## src/rtl/regfile_ser_loader_pkg.sv

```systemverilog
// Shared definitions for the serial loader: FSM state encodings and
// default parameter values. Optional even-parity checking is enabled by
// defining PARITY_CHK_EN at compile time.
package regfile_ser_loader_pkg;

  // Default geometry; BITWIDTH must match the downstream register stage.
  localparam int LDR_BITWIDTH_DEF = 11;
  localparam int LDR_CNT_W_DEF    = 4;
  localparam int LDR_TIMEOUT_DEF  = 16;
  localparam int LDR_TO_W_DEF     = 5;

  // Loader FSM states. PARITY is only reachable when PARITY_CHK_EN is defined.
  typedef enum logic [1:0] {
    LDR_IDLE   = 2'b00,
    LDR_SHIFT  = 2'b01,
    LDR_PARITY = 2'b10,
    LDR_COMMIT = 2'b11
  } ldr_state_e;

endpackage

```

## src/rtl/ldr_gap_timer.sv

```systemverilog
// Inter-bit gap counter. Counts consecutive stall cycles inside a frame and
// flags the cycle in which the count would reach TIMEOUT.
module ldr_gap_timer #(
  parameter int TIMEOUT = 16,
  parameter int TO_W    = 5
) (
  input  logic clk,
  input  logic rst,
  input  logic clr,
  input  logic inc,
  output logic expired
);

  logic [TO_W-1:0] gap_q;
  logic [TO_W-1:0] gap_d;

  // Next gap count: clear wins over increment.
  always_comb begin
    gap_d = gap_q;
    if (clr) begin
      gap_d = '0;
    end else if (inc) begin
      gap_d = gap_q + TO_W'(1);
    end
  end

  // Expiry is the stall cycle that would bring the count to TIMEOUT.
  assign expired = inc && !clr && (gap_q == TO_W'(TIMEOUT - 1));

  // Gap counter register.
  always_ff @(posedge clk or posedge rst) begin
    if (rst) begin
      gap_q <= '0;
    end else begin
      gap_q <= gap_d;
    end
  end

endmodule

```

## src/rtl/regfile_ser_loader.sv

```systemverilog
// Serial-to-parallel loader: assembles an MSB-first frame into a BITWIDTH
// word and writes it to the downstream register with a one-cycle strobe.
// Frames abort on an inter-bit gap timeout. Define PARITY_CHK_EN to append
// and check an even-parity bit after the data bits.
//
// Input qualifier: a serial bit is consumed on every rising edge where
// ser_valid=1 and the FSM is collecting (SHIFT/PARITY) with start=0; there
// is no back-pressure, ser_valid=0 is a source stall that advances the gap
// timer. All outputs are registered.
module regfile_ser_loader
  import regfile_ser_loader_pkg::*;
#(
  parameter int BITWIDTH = LDR_BITWIDTH_DEF,
  parameter int CNT_W    = LDR_CNT_W_DEF,
  parameter int TIMEOUT  = LDR_TIMEOUT_DEF,
  parameter int TO_W     = LDR_TO_W_DEF
) (
  input  logic                clk,
  input  logic                rst,
  input  logic                start,
  input  logic                ser_in,
  input  logic                ser_valid,
  output logic                busy,
  output logic [BITWIDTH-1:0] d_out,
  output logic                wr_en,
  output logic                frame_err
);

  ldr_state_e          state_q, state_d;
  logic [BITWIDTH-1:0] sh_q, sh_d;
  logic [CNT_W-1:0]    cnt_q, cnt_d;
  logic [BITWIDTH-1:0] d_out_q, d_out_d;
  logic                wr_en_q, wr_en_d;
  logic                frame_err_q, frame_err_d;
  logic                busy_q, busy_d;

  logic                in_frame;
  logic                last_bit;
  logic                gap_clr;
  logic                gap_inc;
  logic                gap_expired;
`ifdef PARITY_CHK_EN
  logic                parity_ok;
`endif

  // Frame collection status and gap-timer controls.
  always_comb begin
    in_frame = (state_q == LDR_SHIFT) || (state_q == LDR_PARITY);
    last_bit = (cnt_q == CNT_W'(BITWIDTH - 1));
    gap_inc  = in_frame && !start && !ser_valid;
    gap_clr  = !in_frame || start || ser_valid;
`ifdef PARITY_CHK_EN
    parity_ok = ~^{sh_q, ser_in};
`endif
  end

  ldr_gap_timer #(
    .TIMEOUT (TIMEOUT),
    .TO_W    (TO_W)
  ) u_gap_timer (
    .clk     (clk),
    .rst     (rst),
    .clr     (gap_clr),
    .inc     (gap_inc),
    .expired (gap_expired)
  );

  // FSM state register.
  always_ff @(posedge clk or posedge rst) begin
    if (rst) begin
      state_q <= LDR_IDLE;
    end else begin
      state_q <= state_d;
    end
  end

  // FSM next-state logic; start restarts any frame except one already committing.
  always_comb begin
    state_d = state_q;
    case (state_q)
      LDR_IDLE: begin
        if (start) state_d = LDR_SHIFT;
      end
      LDR_SHIFT: begin
        if (start) begin
          state_d = LDR_SHIFT;
        end else if (ser_valid && last_bit) begin
`ifdef PARITY_CHK_EN
          state_d = LDR_PARITY;
`else
          state_d = LDR_COMMIT;
`endif
        end else if (gap_expired) begin
          state_d = LDR_IDLE;
        end
      end
`ifdef PARITY_CHK_EN
      LDR_PARITY: begin
        if (start) begin
          state_d = LDR_SHIFT;
        end else if (ser_valid) begin
          state_d = parity_ok ? LDR_COMMIT : LDR_IDLE;
        end else if (gap_expired) begin
          state_d = LDR_IDLE;
        end
      end
`endif
      LDR_COMMIT: state_d = LDR_IDLE;
      default:    state_d = LDR_IDLE;
    endcase
  end

  // Registered outputs: strobe/data on commit, error pulse on timeout or bad parity.
  always_comb begin
    d_out_d     = d_out_q;
    wr_en_d     = 1'b0;
    frame_err_d = 1'b0;
    busy_d      = (state_q != LDR_IDLE);
    if (state_q == LDR_COMMIT) begin
      d_out_d = sh_q;
      wr_en_d = 1'b1;
    end
    if (gap_expired) begin
      frame_err_d = 1'b1;
    end
`ifdef PARITY_CHK_EN
    if ((state_q == LDR_PARITY) && !start && ser_valid && !parity_ok) begin
      frame_err_d = 1'b1;
    end
`endif
  end

  // Shift register and bit counter: cleared on a (re)start, advanced per data bit.
  always_comb begin
    sh_d  = sh_q;
    cnt_d = cnt_q;
    if (start && (state_q != LDR_COMMIT)) begin
      sh_d  = '0;
      cnt_d = '0;
    end else if ((state_q == LDR_SHIFT) && ser_valid) begin
      sh_d  = {sh_q[BITWIDTH-2:0], ser_in};
      cnt_d = cnt_q + CNT_W'(1);
    end
  end

  // Datapath and output registers.
  always_ff @(posedge clk or posedge rst) begin
    if (rst) begin
      sh_q        <= '0;
      cnt_q       <= '0;
      d_out_q     <= '0;
      wr_en_q     <= 1'b0;
      frame_err_q <= 1'b0;
      busy_q      <= 1'b0;
    end else begin
      sh_q        <= sh_d;
      cnt_q       <= cnt_d;
      d_out_q     <= d_out_d;
      wr_en_q     <= wr_en_d;
      frame_err_q <= frame_err_d;
      busy_q      <= busy_d;
    end
  end

  assign busy      = busy_q;
  assign d_out     = d_out_q;
  assign wr_en     = wr_en_q;
  assign frame_err = frame_err_q;

endmodule

```

## config.mk

```make
export PLATFORM = sky130hd
export DESIGN_NAME = regfile_ser_loader
export DESIGN_NICKNAME = d
export VERILOG_FILES = /design/src/rtl/regfile_ser_loader_pkg.sv /design/src/rtl/ldr_gap_timer.sv /design/src/rtl/regfile_ser_loader.sv
export SDC_FILE = /design/constraint.sdc
export NUM_CORES = 1
export LEC_CHECK = 0
export ABC_AREA = 1
export ABC_CLOCK_PERIOD_IN_PS = 1460
export CAP_MARGIN = 5
export CORE_MARGIN = 5
export CORE_UTILIZATION = 35
export CTS_CLUSTER_SIZE = 40
export DETAILED_ROUTE_END_ITERATION = 12
export SYNTH_ARGS = -nofsm -noshare
export SYNTH_HDL_FRONTEND = slang
export SYNTH_SLANG_ARGS = --single-unit
```

## constraint.sdc

```tcl
create_clock -name clk -period 1.46 [get_ports clk]
set_input_delay 0.219 -clock clk [delete_from_list [all_inputs] [get_ports clk]]
set_output_delay 0.219 -clock clk [all_outputs]
set_load 0.1 [all_outputs]
```

After elaboration in Yosys (flattened, before gate mapping)

Index checks and enable logic that the tools add are counted.

$add $sub $neg: 2
Equality and inequality tests: 8
Multiplexer cells: 13
Reductions and logical operators: 19

Operators with widths:

| cell                                                  | number |
|---|---|
| two-way mux 11 bit                                    | 2 |
| two-way mux 5 bit                                     | 2 |
| two-way mux 2 bit                                     | 4 |
| two-way mux 4 bit                                     | 2 |
| logical AND 1 bit                                     | 7 |
| nonzero test 2 bit                                    | 3 |
| adder 5 x 1 -> 5 bit, second input constant           | 1 |
| == test 5 x 4 -> 1 bit, second input constant         | 1 |
| adder 4 x 1 -> 4 bit, second input constant           | 1 |
| == test 2 bit, second input constant                  | 2 |
| == test 4 bit, second input constant                  | 1 |
| zero test 1 bit                                       | 4 |
| inequality test 2 bit, second input constant          | 2 |
| inequality test 4 x 3 -> 1 bit, second input constant | 1 |
| case mux 2 bit (2 select lines)                       | 1 |
| logical OR 1 bit                                      | 3 |
| == test 2 x 1 -> 1 bit, second input constant         | 1 |
| zero test 2 bit                                       | 1 |
| two-way mux 1 bit                                     | 2 |
| AND reduction 2 bit                                   | 1 |

Flip-flop bits (word level): 36
Word-level logic and storage cells: 50

Logic depth before layout (Yosys ltp)

Gate-level depths: netlist (run 1).

Word-level depth: 12
Mapped depth: 10
Depth with buffers taken out: 10

By module

Synthesis (run 1) repeated with hierarchy kept, for this count alone.

Cell total of the unflattened synthesis: 178
Area total of the unflattened synthesis: 1635.3 um^2

Modules (own cells, without submodules):

| module             | instances | cells each | area each (um^2) | sequential area each (um^2) |
|---|---|---|---|---|
| regfile_ser_loader | 1         | 146        | 1376.3           | 775.7 |
| ldr_gap_timer      | 1         | 32         | 259.0            | 125.1 |

Worst setup path before layout (run 1)

OpenSTA, ideal clock, no wires.

Kind: register -> register
From: register u_gap_timer.gap_q[0]
To: register state_q[0]
Setup time: 0.116 ns
Data arrival time: 1.189 ns
Required time: 1.344 ns
Slack: 0.154 ns
Cell stages (with the launch flop): 11
Buffers on the path: 0
Period minus slack after synthesis: 1.306 ns
Cells stage by stage: dfrtp_1 > ha_1 > nand2_1 > nor2_1 > ha_1 > nand3_2 > nand3_2 > nand2_2 > inv_1 > nand2_1 > nand2_1

Word-level cells in the longest chain between the ends: 4

RTL lines:

| element                                  | line                     | text |
|---|---|---|
| start, declared                          | ldr_gap_timer.sv:14      | `logic [TO_W-1:0] gap_q;` |
| start signal, assigned                   | ldr_gap_timer.sv:35      | `gap_q <= gap_d;` |
| == test 5 x 4 -> 1 bit                   | ldr_gap_timer.sv:28      | `assign expired = inc && !clr && (gap_q == TO_W'(TIMEOUT - 1));` |
| logical AND 1 bit                        | ldr_gap_timer.sv:28      |  |
| inequality test 4 x 3 -> 1 bit (no line) | n/a                      |  |
| AND reduction 2 bit (no line)            | n/a                      |  |
| end signal, assigned                     | regfile_ser_loader.sv:73 | `state_q <= state_d;` |
| end, declared                            | regfile_ser_loader.sv:29 | `ldr_state_e state_q, state_d;` |

No other way between the ends.
A chain may end at the register's enable or synchronous reset.

Final worst setup path (run 1)

From: register u_gap_timer.gap_q[0]
To: register state_q[1]

The elaborated chain is that of the path after synthesis.

==> run_results.csv, run 1 <==
group,metric,value,unit
yosys,avgSynthCellArea,9.45,µm²
die,num_io_pins,19,
cts,cts_tree,"yes",
finish,fin_cells,245,
sta,holdWs,0.273,ns
sta,timing.slew.headroom,82.7,%
placement,place_area,1990,µm²
yosys,ys_ff_latch,36,
finish,drive_gt1_share,20.7,%
cts,clock_latency,0.29,ns
routing,wl_per_cell,11.1,µm
die,rows,24,
yosys,yosys.area_share.xor_xnor,0.558,%
sta,period_minus_slack,1.34,ns
worst_setup_path,crit_path_start,"u_gap_timer.gap_q[0]",
yosys,synth_top_cell_area_share,57.4,%
die,dieHeight,77.0,µm
sta,tightest_slew,0.258,ns
yosys,synth-edff-count,0,
worst_setup_path,cp-start-kind,"flip-flop",
yosys,synthCells,166,
worst_setup_path,r2r-start,"u_gap_timer.gap_q[0]",
finish,antenna_cells,0,
status,outcome,"finished clean",
sta,drv_slew,0,
sta,fin_skew,0.00853,ns
worst_setup_path,reg2reg_slack,0.12,ns
yosys,netlist_top_cells_count,"dfrtp_1 (36), nand2_1 (30), inv_1 (25)",
finish,area_growth_syn_to_layout,34.5,%
global_route,overflow,0,
routing,drtIter0Drc,53,
worst_setup_path,r2r_cells,9,
worst_setup_path,critPathMaxFanout,3,
placement,dp_cells,237,
sta,setup_ws,0.116,ns
yosys,synth_cell_types,19,
worst_setup_path,worstSetupEndpointType,"flip-flop",
worst_setup_path,crit_required,1.63,ns
yosys,synth_area_leaders,"dfrtp_1 (57%), nand2_1 (7.2%), inv_1 (6.0%)",
global_route,gr-usage-met1,12.8,%
die,die_width,77.0,µm
yosys,synth_fa_ha_area_share,5.58,%
placement,dp_hpwl,1.90,mm
routing,vias,1118,
worst_hold_path,hold_class,"in -> async",
global_route,gr-usage-met2,15.7,%
global_route,grt_pass1_wl,4.89,mm
yosys,ys_seq_area_share,57.4,%
sta,fmax,744,MHz
worst_setup_path,r2r-end,"state_q[1]",
yosys,netlist_area,1570,µm²
finish,multi_input_area,533,µm²
cts,numClockSinks,36,
routing,wl,2.71,mm
global_route,grt_usage,10.4,%
power,p_leak,0.973,nW
global_route,grt_max_degree,37,
yosys,synth_compound_area_share,8.85,%
cts,cts_hold_buf,0,
yosys,yosys_warnings,0,
routing,viasPerCell,4.56,
cts,cts_inserted_buffers,5,
routing,dr.pass1.iters,4,
power,vdd_drop_max,614,µV
yosys,synth_top_family_by_area,"simple AND/OR/NAND/NOR gates",
sta,post-route-period-util,92.1,%
cts,path_clk_slew,0.07,ns
sta,finalHoldViolations,0,
cts,cts-root-buf,"clkbuf_8",
routing,drc,0,
yosys,synth_area_leader_cell,"dfrtp_1",
placement,gp_congestion,0.720,
yosys,yosys.area_share.simple,18.3,%
sta,finalSetupTns,0,ns
worst_setup_path,crit_type,"reg -> reg",
die,dieArea,5920,µm²
yosys,synth_nets,178,
job,cap_violations,0,
finish,stdcell_area,2110,µm²
worst_setup_path,cp.arrival,1.51,ns
finish,n_fill_cell,402,
cts,cts_max_level,2,
placement,numPortBuffers,18,
die,core-area,4350,µm²
sta,setup_violations,0,
yosys,synth_mux_area_share,0,%
yosys,synthFlopType,"dfrtp_1",
worst_setup_path,endpoint,"state_q[1]",
die,initial_utilization,36.0,%
finish,layout.area.seq,901,µm²
cts,cts.path.max_buffers,2,
yosys,synth_most_common_cell,"dfrtp_1",
finish,nNetsFinal,204,
global_route,grtUsageMet3,4.33,%
global_route,antenna_found_initial,0,
global_route,busiest_layer,"met2",
placement,dp_slack,0.0332,ns
power,p_per_area,1200,nW/µm²
global_route,grt_pass1_vias,1106,
yosys,async_flop_share,100,%
routing,ant_nets,0,
## per-stage QoR
step | power [W] | util (%)
floorplan | 0.00151 | -
global placement | 0.00169 | 45.8
detailed placement | 0.00170 | 45.8
CTS | 0.00257 | 48.2
global route | 0.00267 | 48.5
finish | 0.00252 | 48.5
## power breakdown
group / internal (W) / switching [W] / total, W / leakage [nW]
Clock: 0.000507 / 0.000346 / 0.000853 / 0.0552
Sequential: 0.00106 / 0.0000517 / 0.00111 / 0.496
Combinational: 0.000214 / 0.000347 / 0.000561 / 0.422
## worst max-delay path, cell delays in order (launching register included)
cell	delay [ns]
dfrtp_1	0.37
ha_2	0.19
nand2_2	0.06
nor2_2	0.10
ha_2	0.17
nand3_2	0.09
nand3_2	0.07
nand2_2	0.06
nand2_1	0.05
o21ai_1	0.06
## flip-flops by register name (all words and copies together) (netlist names)
signal             cells
busy                   1
frame_err              1
cnt_q                  4
d_out                 11
u_gap_timer.gap_q      5
sh_q                  11
state_q                2
wr_en                  1
## cell families (layout without fill, tap and decap cells)
family / after synthesis / after routing
xor gates and xnor gates: 1 / 1
AOI/OAI and AO/OA: 27 / 27
DFF: 36 / 36
buffers and inverters: 32 / 59
adders and majority gates: 7 / 7
and+or+nand+nor: 63 / 63
## cells in the final DEF (no fill, tap or decap), types with 3 or more instances in the layout
| master | n |
|---|---|
| a21oi_1 | 3 |
| buf_12 | 17 |
| buf_4 | 3 |
| clkbuf_8 | 5 |
| clkdlybuf4s50_1 | 4 |
| dfrtp_1 | 36 |
| ha_1 | 5 |
| inv_1 | 25 |
| nand2_1 | 29 |
| nand2_2 | 4 |
| nand3_1 | 14 |
| nor2_1 | 10 |
| o21ai_0 | 12 |
| o21ai_1 | 11 |
## cell type report
| class | instances | area share, % |
|---|---|---|
| sequential | 36 | 42.7 |
| multi-input combinational | 98 | 25.3 |
| clock buffer | 6 | 3.44 |
| tap | 52 | 3.08 |
| timing repair buffer | 24 | 19.1 |
| inverter | 27 | 4.80 |
| clock inverter | 2 | 1.66 |
## how the worst min path moves through the flow
stage / end / slack (ns) / cells past startpoint
5_1_grt: d_out[8] / 0.29 / 3
6_report: d_out[8] / 0.27 / 3
4_1_cts: d_out[8] / 0.28 / 3
3_5_place_dp: u_gap_timer.gap_q[0] / 0.45 / 1
2_1_floorplan: cnt_q[1] / 0.32 / 1
3_3_place_gp: u_gap_timer.gap_q[0] / 0.45 / 1
## layer usage
| metal | vias to the layer above | wire (µm) | share of wire [%] |
|---|---|---|---|
| li1 | 569 | - | - |
| met1 | 525 | 1250 | 46 |
| met2 | 17 | 1260 | 47 |
| met3 | 7 | 146 | 5.4 |
| met4 | 0 | 54 | 2.0 |
| met5 | - | 0 | 0 |
## repair_timing
action                                  in CTS  in global routing
hold endpoints to repair                     0                  0
setup buffers                                0                  0
gates resized for setup                      0                  5
endpoints found under the setup margin       0                  2
(Power assumes the default switching activity.)
==> run 2, diff against run 1 <==
- GPL_TIMING_DRIVEN: default -> 0
==> run 2 against run 1 <==
  * Register-to-register slack about the same
  * Utilization down 3.8 points
  * Critical path depth down 8
  * Wire length up 3.7%
  * Die area unchanged
  * Total power down 7.1%
  * First-iteration DRC count down 21%
  * Count of clock-buffer cells in the layout up 1
  * Worst setup slack worse by 0.066 ns
  * Maximum frequency down 4.7%
  * Cell count down 0.41%
  * Flip-flop and latch count unchanged
==> run_results.csv, run 2 (same netlist as run 1, synthesis figures left out) <==
group,metric,value,unit
worst_setup_path,critPathMaxFanout,2,
worst_setup_path,critPathBufInv,1,
worst_setup_path,crit_chain,"clkdlybuf4s15_2",
routing,wl,2.82,mm
cts,cts_inserted_buffers,5,
routing,ant_nets,0,
finish,layout.area.seq,901,µm²
die,die_width,77.0,µm
cts,numClockSinks,36,
sta,tightest_slew,0.746,ns
sta,drv_slew,0,
global_route,grt_max_degree,37,
routing,wl_per_cell,11.5,µm
sta,post-route-period-util,96.6,%
sta,period_minus_slack,1.41,ns
cts,cts.path.max_buffers,2,
worst_setup_path,crit_type,"reg -> out",
die,dieHeight,77.0,µm
sta,fmax,709,MHz
sta,setup_ws,0.0497,ns
finish,nNetsFinal,204,
global_route,grt_pass1_wl,5.07,mm
placement,numPortBuffers,18,
routing,viasPerCell,4.47,
cts,cts_max_level,2,
worst_setup_path,crit_path_start,"d_out[1]",
sta,holdWs,0.391,ns
placement,dp_hpwl,1.95,mm
sta,setup_violations,0,
placement,dp_cells,236,
finish,fin_cells,244,
power,p_leak,0.892,nW
finish,layout_common_cells,"dfrtp_1 (36), nand2_1 (29), inv_1 (24), nand3_1 (14)",
routing,drtIter0Drc,42,
worst_setup_path,path_delay_family,"buffers and inverters",
die,dieArea,5920,µm²
worst_setup_path,crit_path_max_incr_delay,0.56,ns
die,num_io_pins,19,
sta,timing.slew.headroom,50.2,%
worst_setup_path,cp.arrival,1.19,ns
finish,antenna_cells,0,
routing,drc,0,
worst_setup_path,worstSetupEndpointType,"output port",
die,initial_utilization,36.0,%
placement,gp_congestion,0.749,
cts,path_clk_slew,0.07,ns
power,vdd_drop_max,483,µV
worst_setup_path,cp-start-kind,"flip-flop",
global_route,overflow,0,
finish,multi_input_area,533,µm²
die,core-area,4350,µm²
sta,finalHoldViolations,0,
die,rows,24,
global_route,grt_pass1_vias,1134,
routing,dr.pass1.iters,4,
cts,cts-root-buf,"clkbuf_8",
power,p_per_area,1210,nW/µm²
worst_hold_path,hold_class,"in -> async",
finish,n_fill_cell,430,
finish,area_growth_syn_to_layout,23.9,%
status,outcome,"finished clean",
placement,dp_slack,-0.233,ns
cts,cts_tree,"yes",
finish,drive_gt1_share,21.4,%
cts,cts_hold_buf,0,
finish,fin_util,44.7,%
job,cap_violations,0,
sta,fin_skew,0.00791,ns
global_route,grt_usage,10.6,%
worst_setup_path,cp_slowest_cell,"clkdlybuf4s15_2",
sta,rsz0062_at_grt,"no",
finish,layout_commonest_cell,"dfrtp_1",
routing,vias,1091,
worst_setup_path,r2r-start,"u_gap_timer.gap_q[0]",
worst_setup_path,crit_required,1.24,ns
cts,clock_latency,0.28,ns
global_route,antenna_found_initial,0,
-- run 2: worst reg2reg max path: stages (launching register included) --
cell     delay [ns]
dfrtp_1        0.37
ha_2           0.19
nand2_2        0.06
nor2_2         0.08
ha_2           0.17
nand3_2        0.08
nand3_2        0.07
nand2_2        0.06
nand2_1        0.05
o21ai_0        0.07
-- run 2: metrics by stage --
stage / total power, W / instance area (µm²) / TNS, ns
6_report: 0.00234 / 1940 / 0
5_1_grt: 0.00250 / 1940 / 0
4_1_cts: 0.00239 / 1930 / 0
3_5_place_dp: 0.00163 / 1810 / -2.99
3_3_place_gp: 0.00162 / 1810 / -18.82
2_1_floorplan: 0.00151 / 1570 / 0
-- run 2: metal layers --
layer	vias to the layer above	wire [µm]	track usage, %
met5	-	0	0
met4	0	48	4.20
met3	7	134	3.40
met2	19	1310	17.1
met1	487	1320	13.0
li1	578	-	-
-- run 2: layout make-up --
cell class	instances	area share, %
Sequential cell	36	46.3
Multi-Input combinational cell	98	27.4
Timing Repair Buffer	19	10.5
Inverter	27	5.21
Clock buffer	7	4.95
Tap cell	52	3.35
Buffer	5	2.25
-- run 2: where the power goes --
part	internal, W	switching (W)	leakage (nW)	total (W)
Sequential	0.00106	0.0000421	0.496	0.00110
Combinational	0.000153	0.000343	0.346	0.000496
Clock	0.000420	0.000328	0.0503	0.000748
Total	0.00163	0.000713	0.892	0.00234
-- run 2: path summary, 6_finish.rpt --
check | endpoint | slack (ns) | depth (start not counted)
setup / recovery | d_out[1] | 0.05 | 1
min in group clk | u_gap_timer.gap_q[0] | 0.47 | 1
max in group asynchronous | frame_err | 0.60 | 2
hold / removal | sh_q[7] | 0.39 | 2
hold reg to reg | u_gap_timer.gap_q[0] | 0.47 | 1
setup reg to reg | state_q[1] | 0.13 | 9
-- run 2: timing repair --
item	in CTS	in global routing
buffers inserted	0	1
pin swaps	0	2
hold endpoints to repair	0	0
endpoints found under the setup margin	14	3
resized for setup	42	5
